## config.mk

```make
export PLATFORM = sky130hd
export DESIGN_NAME = seg7_scan_decoder_flat
export DESIGN_NICKNAME = d
export VERILOG_FILES = /design/src/rtl/seg7_scan_decoder_if.sv /design/src/rtl/seg7_scan_decoder.sv /design/src/flat_wrapper.sv
export SDC_FILE = /design/constraint.sdc
export NUM_CORES = 1
export LEC_CHECK = 0
export ABC_AREA = 1
export CAP_MARGIN = 10
export CORE_ASPECT_RATIO = 0.7
export CORE_MARGIN = 3
export CORE_UTILIZATION = 38
export CTS_BUF_LIST = sky130_fd_sc_hd__clkbuf_4 sky130_fd_sc_hd__clkbuf_8 sky130_fd_sc_hd__clkbuf_16
export CTS_CLUSTER_SIZE = 25
export DETAILED_ROUTE_END_ITERATION = 16
export PLACE_DENSITY_LB_ADDON = 0.05
export RECOVER_POWER = 100
export SLEW_MARGIN = 0
export SYNTH_ARGS = -nofsm -noshare
export SYNTH_HDL_FRONTEND = slang
export SYNTH_SLANG_ARGS = --single-unit
```

## constraint.sdc

```tcl
create_clock -name clk -period 2.7 [get_ports clk]
set_clock_uncertainty 0.15 [all_clocks]
set_input_delay 0.54 -clock clk [delete_from_list [all_inputs] [get_ports clk]]
set_output_delay 0.54 -clock clk [all_outputs]
set_load 0.01 [all_outputs]
```

## src/rtl/seg7_scan_decoder_if.sv

```systemverilog
// Multiplexed seven-segment bus and the decoded result for the loopback checker.
// master = side driving the display bus; slave = the decoder.
interface seg7_scan_decoder_if;
   logic [6:0]  segmentDisplay;
   logic [3:0]  an;
   logic        dp;
   logic [13:0] value;
   logic [15:0] bcd;
   logic        value_valid;
   logic        pattern_err;
   logic        frame_abort;

   modport master (
      output segmentDisplay, an, dp,
      input  value, bcd, value_valid, pattern_err, frame_abort
   );

   modport slave (
      input  segmentDisplay, an, dp,
      output value, bcd, value_valid, pattern_err, frame_abort
   );
endinterface

```

## src/rtl/seg7_scan_decoder.sv

```systemverilog
// Loopback checker: watches a 4-digit active-low multiplexed seven-segment bus,
// captures one ordered scan (ones..thousands) and rebuilds the binary value.
module seg7_scan_decoder #(
   parameter int STABLE_CYCLES = 4
) (
   input logic                 clk,
   input logic                 reset,
   seg7_scan_decoder_if.slave  bus
);
   localparam int CW = $clog2(STABLE_CYCLES + 1);

   typedef enum logic [2:0] {IDLE, CAP1, CAP2, CAP3, CONV, DONE} state_t;

   state_t          state_q, state_d;
   logic [11:0]     cur, prev_q;
   logic [CW-1:0]   cnt_q;
   logic            sampled_q;
   logic            same, sample;
   logic [3:0]      s_an;
   logic [6:0]      s_seg;
   logic [3:0]      s_digit;
   logic            s_ill;
   logic            st_ones, st_tens, st_hund, st_thou, abort, conv_en, fin;
   logic [3:0][3:0] dig_q;
   logic            bad_q;
   logic [13:0]     acc_q;
   logic [1:0]      conv_idx_q;
   logic [13:0]     value_q;
   logic [15:0]     bcd_q;
   logic            valid_q, perr_q, abort_q;

   assign cur    = {bus.an, bus.segmentDisplay, bus.dp};
   assign same   = (cur == prev_q);
   // One sample per selection: fires as the hold count reaches STABLE_CYCLES,
   // and the sampled flag blocks re-sampling until the anode changes.
   assign sample = same && (cnt_q == CW'(STABLE_CYCLES - 1)) && !sampled_q;
   assign s_an   = prev_q[11:8];
   assign s_seg  = prev_q[7:1];

   // Stability filter: history register, hold counter, sampled-once flag.
   always_ff @(posedge clk or posedge reset) begin
      if (reset) begin
         prev_q    <= '0;
         cnt_q     <= '0;
         sampled_q <= 1'b0;
      end else begin
         prev_q <= cur;
         if (!same)
            cnt_q <= '0;
         else if (cnt_q != CW'(STABLE_CYCLES))
            cnt_q <= cnt_q + CW'(1);
         if (cur[11:8] != prev_q[11:8])
            sampled_q <= 1'b0;
         else if (sample)
            sampled_q <= 1'b1;
      end
   end

   // Glyph lookup; dp lit (low) also makes a sample illegal.
   always_comb begin
      s_digit = 4'd0;
      s_ill   = 1'b0;
      case (s_seg)
         7'b1000000: s_digit = 4'd0;
         7'b1111001: s_digit = 4'd1;
         7'b0100100: s_digit = 4'd2;
         7'b0110000: s_digit = 4'd3;
         7'b0011001: s_digit = 4'd4;
         7'b0010010: s_digit = 4'd5;
         7'b0000010: s_digit = 4'd6;
         7'b1111000: s_digit = 4'd7;
         7'b0000000: s_digit = 4'd8;
         7'b0010000: s_digit = 4'd9;
         default:    s_ill   = 1'b1;
      endcase
      if (!prev_q[0]) s_ill = 1'b1;
   end

   // State register.
   always_ff @(posedge clk or posedge reset) begin
      if (reset) state_q <= IDLE;
      else       state_q <= state_d;
   end

   // Next state and datapath strobes.
   always_comb begin
      state_d = state_q;
      st_ones = 1'b0;
      st_tens = 1'b0;
      st_hund = 1'b0;
      st_thou = 1'b0;
      abort   = 1'b0;
      conv_en = 1'b0;
      fin     = 1'b0;
      case (state_q)
         IDLE: if (sample && s_an == 4'b1110) begin
            st_ones = 1'b1;
            state_d = CAP1;
         end
         CAP1, CAP2, CAP3: if (sample) begin
            if (state_q == CAP1 && s_an == 4'b1101) begin
               st_tens = 1'b1;
               state_d = CAP2;
            end else if (state_q == CAP2 && s_an == 4'b1011) begin
               st_hund = 1'b1;
               state_d = CAP3;
            end else if (state_q == CAP3 && s_an == 4'b0111) begin
               st_thou = 1'b1;
               state_d = CONV;
            end else if (s_an == 4'b1110) begin
               abort   = 1'b1;
               st_ones = 1'b1;
               state_d = CAP1;
            end else begin
               abort   = 1'b1;
               state_d = IDLE;
            end
         end
         CONV: begin
            conv_en = 1'b1;
            if (conv_idx_q == 2'd3) state_d = DONE;
         end
         DONE: begin
            fin     = 1'b1;
            state_d = IDLE;
         end
         default: state_d = IDLE;
      endcase
   end

   // Digit capture, decimal accumulation (thousands first) and result registers.
   always_ff @(posedge clk or posedge reset) begin
      if (reset) begin
         dig_q      <= '0;
         bad_q      <= 1'b0;
         acc_q      <= '0;
         conv_idx_q <= '0;
         value_q    <= '0;
         bcd_q      <= '0;
         valid_q    <= 1'b0;
         perr_q     <= 1'b0;
         abort_q    <= 1'b0;
      end else begin
         valid_q <= 1'b0;
         perr_q  <= 1'b0;
         abort_q <= abort;
         if (st_ones) begin dig_q[0] <= s_digit; bad_q <= s_ill;         end
         if (st_tens) begin dig_q[1] <= s_digit; bad_q <= bad_q | s_ill; end
         if (st_hund) begin dig_q[2] <= s_digit; bad_q <= bad_q | s_ill; end
         if (st_thou) begin
            dig_q[3]   <= s_digit;
            bad_q      <= bad_q | s_ill;
            acc_q      <= '0;
            conv_idx_q <= '0;
         end
         if (conv_en) begin
            acc_q      <= (acc_q << 3) + (acc_q << 1) + {10'd0, dig_q[2'd3 - conv_idx_q]};
            conv_idx_q <= conv_idx_q + 2'd1;
         end
         if (fin) begin
            if (bad_q) perr_q <= 1'b1;
            else begin
               value_q <= acc_q;
               bcd_q   <= dig_q;
               valid_q <= 1'b1;
            end
         end
      end
   end

   assign bus.value       = value_q;
   assign bus.bcd         = bcd_q;
   assign bus.value_valid = valid_q;
   assign bus.pattern_err = perr_q;
   assign bus.frame_abort = abort_q;
endmodule
```

## src/flat_wrapper.sv

```systemverilog
// flat-port wrapper written by rule: the top's interface ports become plain ports
module seg7_scan_decoder_flat 
#(
   parameter int STABLE_CYCLES = 4
)
  (clk, reset, bus_segmentDisplay, bus_an, bus_dp, bus_value, bus_bcd, bus_value_valid, bus_pattern_err, bus_frame_abort);
  seg7_scan_decoder_if bus_i ();
  input logic clk;
  input logic reset;
  input wire logic [$bits(bus_i.segmentDisplay)-1:0] bus_segmentDisplay;
  input wire logic [$bits(bus_i.an)-1:0] bus_an;
  input wire logic [$bits(bus_i.dp)-1:0] bus_dp;
  output wire logic [$bits(bus_i.value)-1:0] bus_value;
  output wire logic [$bits(bus_i.bcd)-1:0] bus_bcd;
  output wire logic [$bits(bus_i.value_valid)-1:0] bus_value_valid;
  output wire logic [$bits(bus_i.pattern_err)-1:0] bus_pattern_err;
  output wire logic [$bits(bus_i.frame_abort)-1:0] bus_frame_abort;
  assign bus_i.segmentDisplay = bus_segmentDisplay;
  assign bus_i.an = bus_an;
  assign bus_i.dp = bus_dp;
  assign bus_value = bus_i.value;
  assign bus_bcd = bus_i.bcd;
  assign bus_value_valid = bus_i.value_valid;
  assign bus_pattern_err = bus_i.pattern_err;
  assign bus_frame_abort = bus_i.frame_abort;
  seg7_scan_decoder #(.STABLE_CYCLES(STABLE_CYCLES)) u_core (.clk(clk), .reset(reset), .bus(bus_i));
endmodule
```

Word-level counts from Yosys, hierarchy flattened --
Cells that the tools add are included.
Storage, ports and cells: bits in registers 85, input bits 14, output and inout port bits 33, logic and storage cells 122
Cells by class: $add $sub $neg 5, order comparisons 1, eq/ne operators 27, mux-type cells 55, bitwise logic cells 2, reduce and logical (&&, ||, !) cells 16
Operators by type and width (number):
- $mux 1 | 38
- $pmux 4 s9 | 1
- $mux 14 | 2
- $mux 3 | 8
- $eq 7x5->1 const B | 3
- $eq 7x7->1 const B | 3
- $add 14x14->14 | 1
- $add 14x4->14 | 1
- $eq 7x6->1 const B | 2
- $eq 12x12->1 | 1
- $eq 4x4->1 const B | 3
- $reduce_or 10->1 | 1
- $eq 3x2->1 const B | 3
- $pmux 3 s3 | 1
- $bmux 4 s2 | 1
- $eq 7x2->1 const B | 1
- $logic_not 7->1 | 1
- $eq 3x3->1 const B | 2
- $logic_and 1x1->1 | 6
- $ne 2x1->1 const B | 3
- $eq 4x3->1 const B | 1
- $mux 2 | 2
- $mux 4 | 1
- $ne 4x4->1 | 1
- other kinds (18) | 19

Logic depth before layout (Yosys ltp) --
word-level depth 11, gate-level depth with buffers 16, depth with buffers taken out 15

Worst setup path before layout --
No wires, ideal clock.
path type register to register, start point register u_core.conv_idx_q[0], end point register u_core.acc_q[13], library setup time 0.126 ns, data arrival time 2.463 ns, required time 2.424 ns, setup slack -0.039 ns, cell stages (with the launch flop) 17, path buffers 1, period minus slack after synthesis 2.739 ns, cells stage by stage dfrtp_1 clkbuf_1 o21ai_0 a21oi_1 a21oi_1 fa_1 inv_1 ha_1 nand3_1 nand2_1 nand4_1 nand2_1 nand2_1 o21ai_0 nand2_1 nand2_1 o21ai_0
Between the ends: word-level cells in the longest chain between the ends 5
RTL lines:
- start: declaration | line seg7_scan_decoder.sv:27 | logic [1:0] conv_idx_q;
- start signal: assignment | line seg7_scan_decoder.sv:158 | conv_idx_q <= conv_idx_q + 2'd1;
- $sub 2x2->2 | line seg7_scan_decoder.sv:157 | acc_q <= (acc_q << 3) + (acc_q << 1) + {10'd0, dig_q[2'd3 - conv_idx_q]};
- $bmux 4 s2 | line seg7_scan_decoder.sv:157
- $mux 4 (not written as such) | line seg7_scan_decoder.sv:157
- $add 14x4->14 | line seg7_scan_decoder.sv:157
- $mux 14 | line seg7_scan_decoder.sv:156 | if (conv_en) begin
- end signal: assignment | line seg7_scan_decoder.sv:157
- end: declaration | line seg7_scan_decoder.sv:26 | logic [13:0] acc_q;
Every way passes these cells. The select of a mux whose other input is x is not followed. A chain may end at the register's enable or synchronous reset.

Final worst setup path --
Ends and elaborated chain as after synthesis.

==> flow_summary.yaml <==
yosys:
  synth_warnings: 0
  synth.most_common_cell: "nand2_1"
  synthCells: 546
  synthFlopType: "dfrtp_1"
  synth.avg_cell_area_um2: 8.215
  synthTopCellsByArea: "dfrtp_1 47%, nand2_1 14%, ha_1 7.3%"
  ys_seq_elements: 85
  synth_common_cells: "163 x nand2_1, 85 x dfrtp_1, 69 x inv_1"
  synth_edf_count: 0
  async_reset_ff_frac: 1.000
  yosys.area.top_type: "dfrtp_1"
  syn-cell-area_um2: 4486
  yosys.area.top_type_share: 0.4742
  yosysSeqAreaShare: 0.4742
  yosysUniqueCellTypes: 37
  syn_nets: 588
floorplanning:
  die_area_um2: 13160
  core_area_um2: 11250
  row_count: 32
  io_pins: 47
  dieHeight_um: 96.90
  die-width_um: 135.9
  initial_core_util: 0.3987
clock_tree:
  htreeDepth: 3
  cts-hold-fix-buffers: 0
  clkSinkCount: 85
  root_buffer: "clkbuf_16"
  max-clock-path-buffers: 2
  clkLatencyLatePin_ps: 340
  cts_tree: "done"
  clk_pin_slew_ps: 60
  numCtsBuffers: 9
layout:
  diodes: 0
  synthToLayoutAreaGrowth_pct: 24.02
  stdcell_area_um2: 5563
  drive_above_1_share: 0.1089
  final_util: 0.4944
  fin_nets: 653
routing:
  avgRoutedWirePerCell_um: 13.54
  wirelength_um: 10400
  drt_iter0_markers: 183
  routed_via_density: 4.771
  firstDrtPassIters: 4
  routed-via-count: 3664
  drc_errors: 0
  postRouteAntennaNets: 0
min_path:
  holdCritPathClass: "flop to flop"
  holdPathStages: 2
global_routing:
  grt_max_degree: 48
  antenna_found_initial: 0
  grt-ovfl-total: 0
  gr-usage-all-layers: 0.1663
  grt_pass1_wl_um: 17420
  grt_pass1_vias: 3405
worst_setup_path:
  r2r_cells: 14
  arrival_ps: 2710
  worstSetupStartpointType: "flop"
  endpoint_kind: "flop"
  cp_max_fo: 8
  critPathKind: "flop to flop"
  required_ps: 2770
status:
  outcome: "finished clean"
timing:
  worst_hold_slack_ps: 316.1
  slew_headroom: 0.3922
  grt_setup_unrepaired: "true"
  period_minus_slack_ps: 2643
  hold_viol: 0
  maxSlewViolCount: 0
  setup-tns-final_ps: 0
  clock.fmax_mhz: 378.4
  worstMarginPinSlew_ps: 906.8
  layout_worst_path_cycle_share: 0.9788
  setup_viol: 0
placement:
  hpwlAfterDp_um: 8005
  gp_congestion: 0.8655
  io_buffers: 46
  placed_cell_area_um2: 5197
pwr:
  powerDensity_nw_per_um2: 486.7
  pwr-share-seq: 0.478
  p_int_uw: 2124
  p_clk_frac: 0.484
  share_comb_of_total_power: 0.038
  p_sw_uw: 583.9
  vdd_drop_max_uv: 310.0
  leakage_uw: 0.002852
  power.share.switching: 0.2157
job:
  cap_violations: 0
## layer usage
metal / vias up / GRT usage / part of all wire
li1: 1910 / - / -
met1: 1668 / 0.2725 / 0.55
met2: 74 / 0.2171 / 0.39
met3: 12 / 0.03638 / 0.048
met4: 0 / 0.04183 / 0.011
met5: - / 0 / 0
## layout by cell type (no fill, tap or decap), types with 5 or more instances in the layout
cell type,n
dlygate4sd3_1,46
a21oi_1,14
o21ai_1,6
o21ai_0,45
dfrtp_1,83
buf_4,8
clkbuf_16,9
o21ai_2,9
nand2_1,159
nand3_1,23
inv_1,67
ha_1,25
nor3_1,5
a21oi_2,5
o211ai_1,6
inv_2,6
nor2_1,36
nand4_1,8
## sequential cells by signal (all words and copies together) (netlist names)
name,flops
u_core.conv_idx_q,2
u_core.bus.value,14
u_core.state_q,3
u_core.cnt_q,3
u_core.bus.pattern_err,1
u_core.bad_q,1
u_core.dig_q,16
u_core.prev_q,12
u_core.bus.value_valid,1
u_core.sampled_q,1
u_core.acc_q,14
u_core.bus.frame_abort,1
u_core.bus.bcd,16
## final timing paths
kind / start / end / slack [ps]
worst max-delay path: u_core.conv_idx_q[0]$_DFFE_PP0P_ / u_core.acc_q[13]$_DFFE_PP0P_ / 60
worst min-delay path: u_core.bus.bcd[10]$_DFFE_PP0P_ / u_core.bus.bcd[10]$_DFFE_PP0P_ / 320
worst max register to register: u_core.conv_idx_q[0]$_DFFE_PP0P_ / u_core.acc_q[13]$_DFFE_PP0P_ / 60
worst min register to register: u_core.bus.bcd[10]$_DFFE_PP0P_ / u_core.bus.bcd[10]$_DFFE_PP0P_ / 320
max in group asynchronous: reset / u_core.prev_q[10]$_DFF_PP0_ / 740
min in group asynchronous: reset / u_core.bus.bcd[2]$_DFFE_PP0P_ / 640
## repair_timing
item	in CTS	in global routing
setup endpoints to repair	1	8
gates cloned	0	0
setup buffers	0	4
resized for setup	1	28
pin swaps	0	6
## kinds of logic (layout without fill, tap and decap cells)
| group | Yosys count | after routing | synth area share |
|---|---|---|---|
| AOI/OAI and AO/OA | 97 | 97 | 0.1266 |
| xor gates and xnor gates | 8 | 8 | 0.01562 |
| adders and majority gates | 28 | 28 | 0.08145 |
| buffers and inverters | 82 | 151 | 0.07225 |
| DFF | 85 | 85 | 0.4742 |
| and+or+nand+nor | 246 | 246 | 0.2298 |
## through the flow
step	setup WS, ps	cells	power (µW)
after floorplan	51.22	546	1379
after global placement	32.93	749	1426
after detailed placement	-35.00	749	1430
after CTS	10.50	764	2751
after global routing	-85.81	768	2814
final	57.33	768	2708
## cell type report
class	count	area (µm²)
sequential	85	2130
tap	153	191.4
clock buffer	9	225.2
fill	1068	5688
inverter	74	279.0
clock inverter	6	88.84
multi-input combinational	379	2071
timing repair buffer	62	578.1
## worst max-delay path, stage by stage, from the launching register on
cell     delay (ps)
dfrtp_2         470
o21ai_2         170
a21oi_2          80
fa_1            560
inv_1            50
ha_1            270
nand3_1          80
nand2_2         100
nand4_1         100
nand2_2         120
nand2_2          70
o21ai_2         130
nand2_1          60
nand2_1          60
o21ai_1          60
## power groups by stage
stage	Sequential, µW	Combinational [µW]	Clock [µW]
after floorplan	1310	63.8	0
after global placement	1320	108	0
after detailed placement	1320	111	0
after CTS	1290	112	1350
after global routing	1300	120	1400
final	1290	103	1310
(Power assumes the default switching activity.)
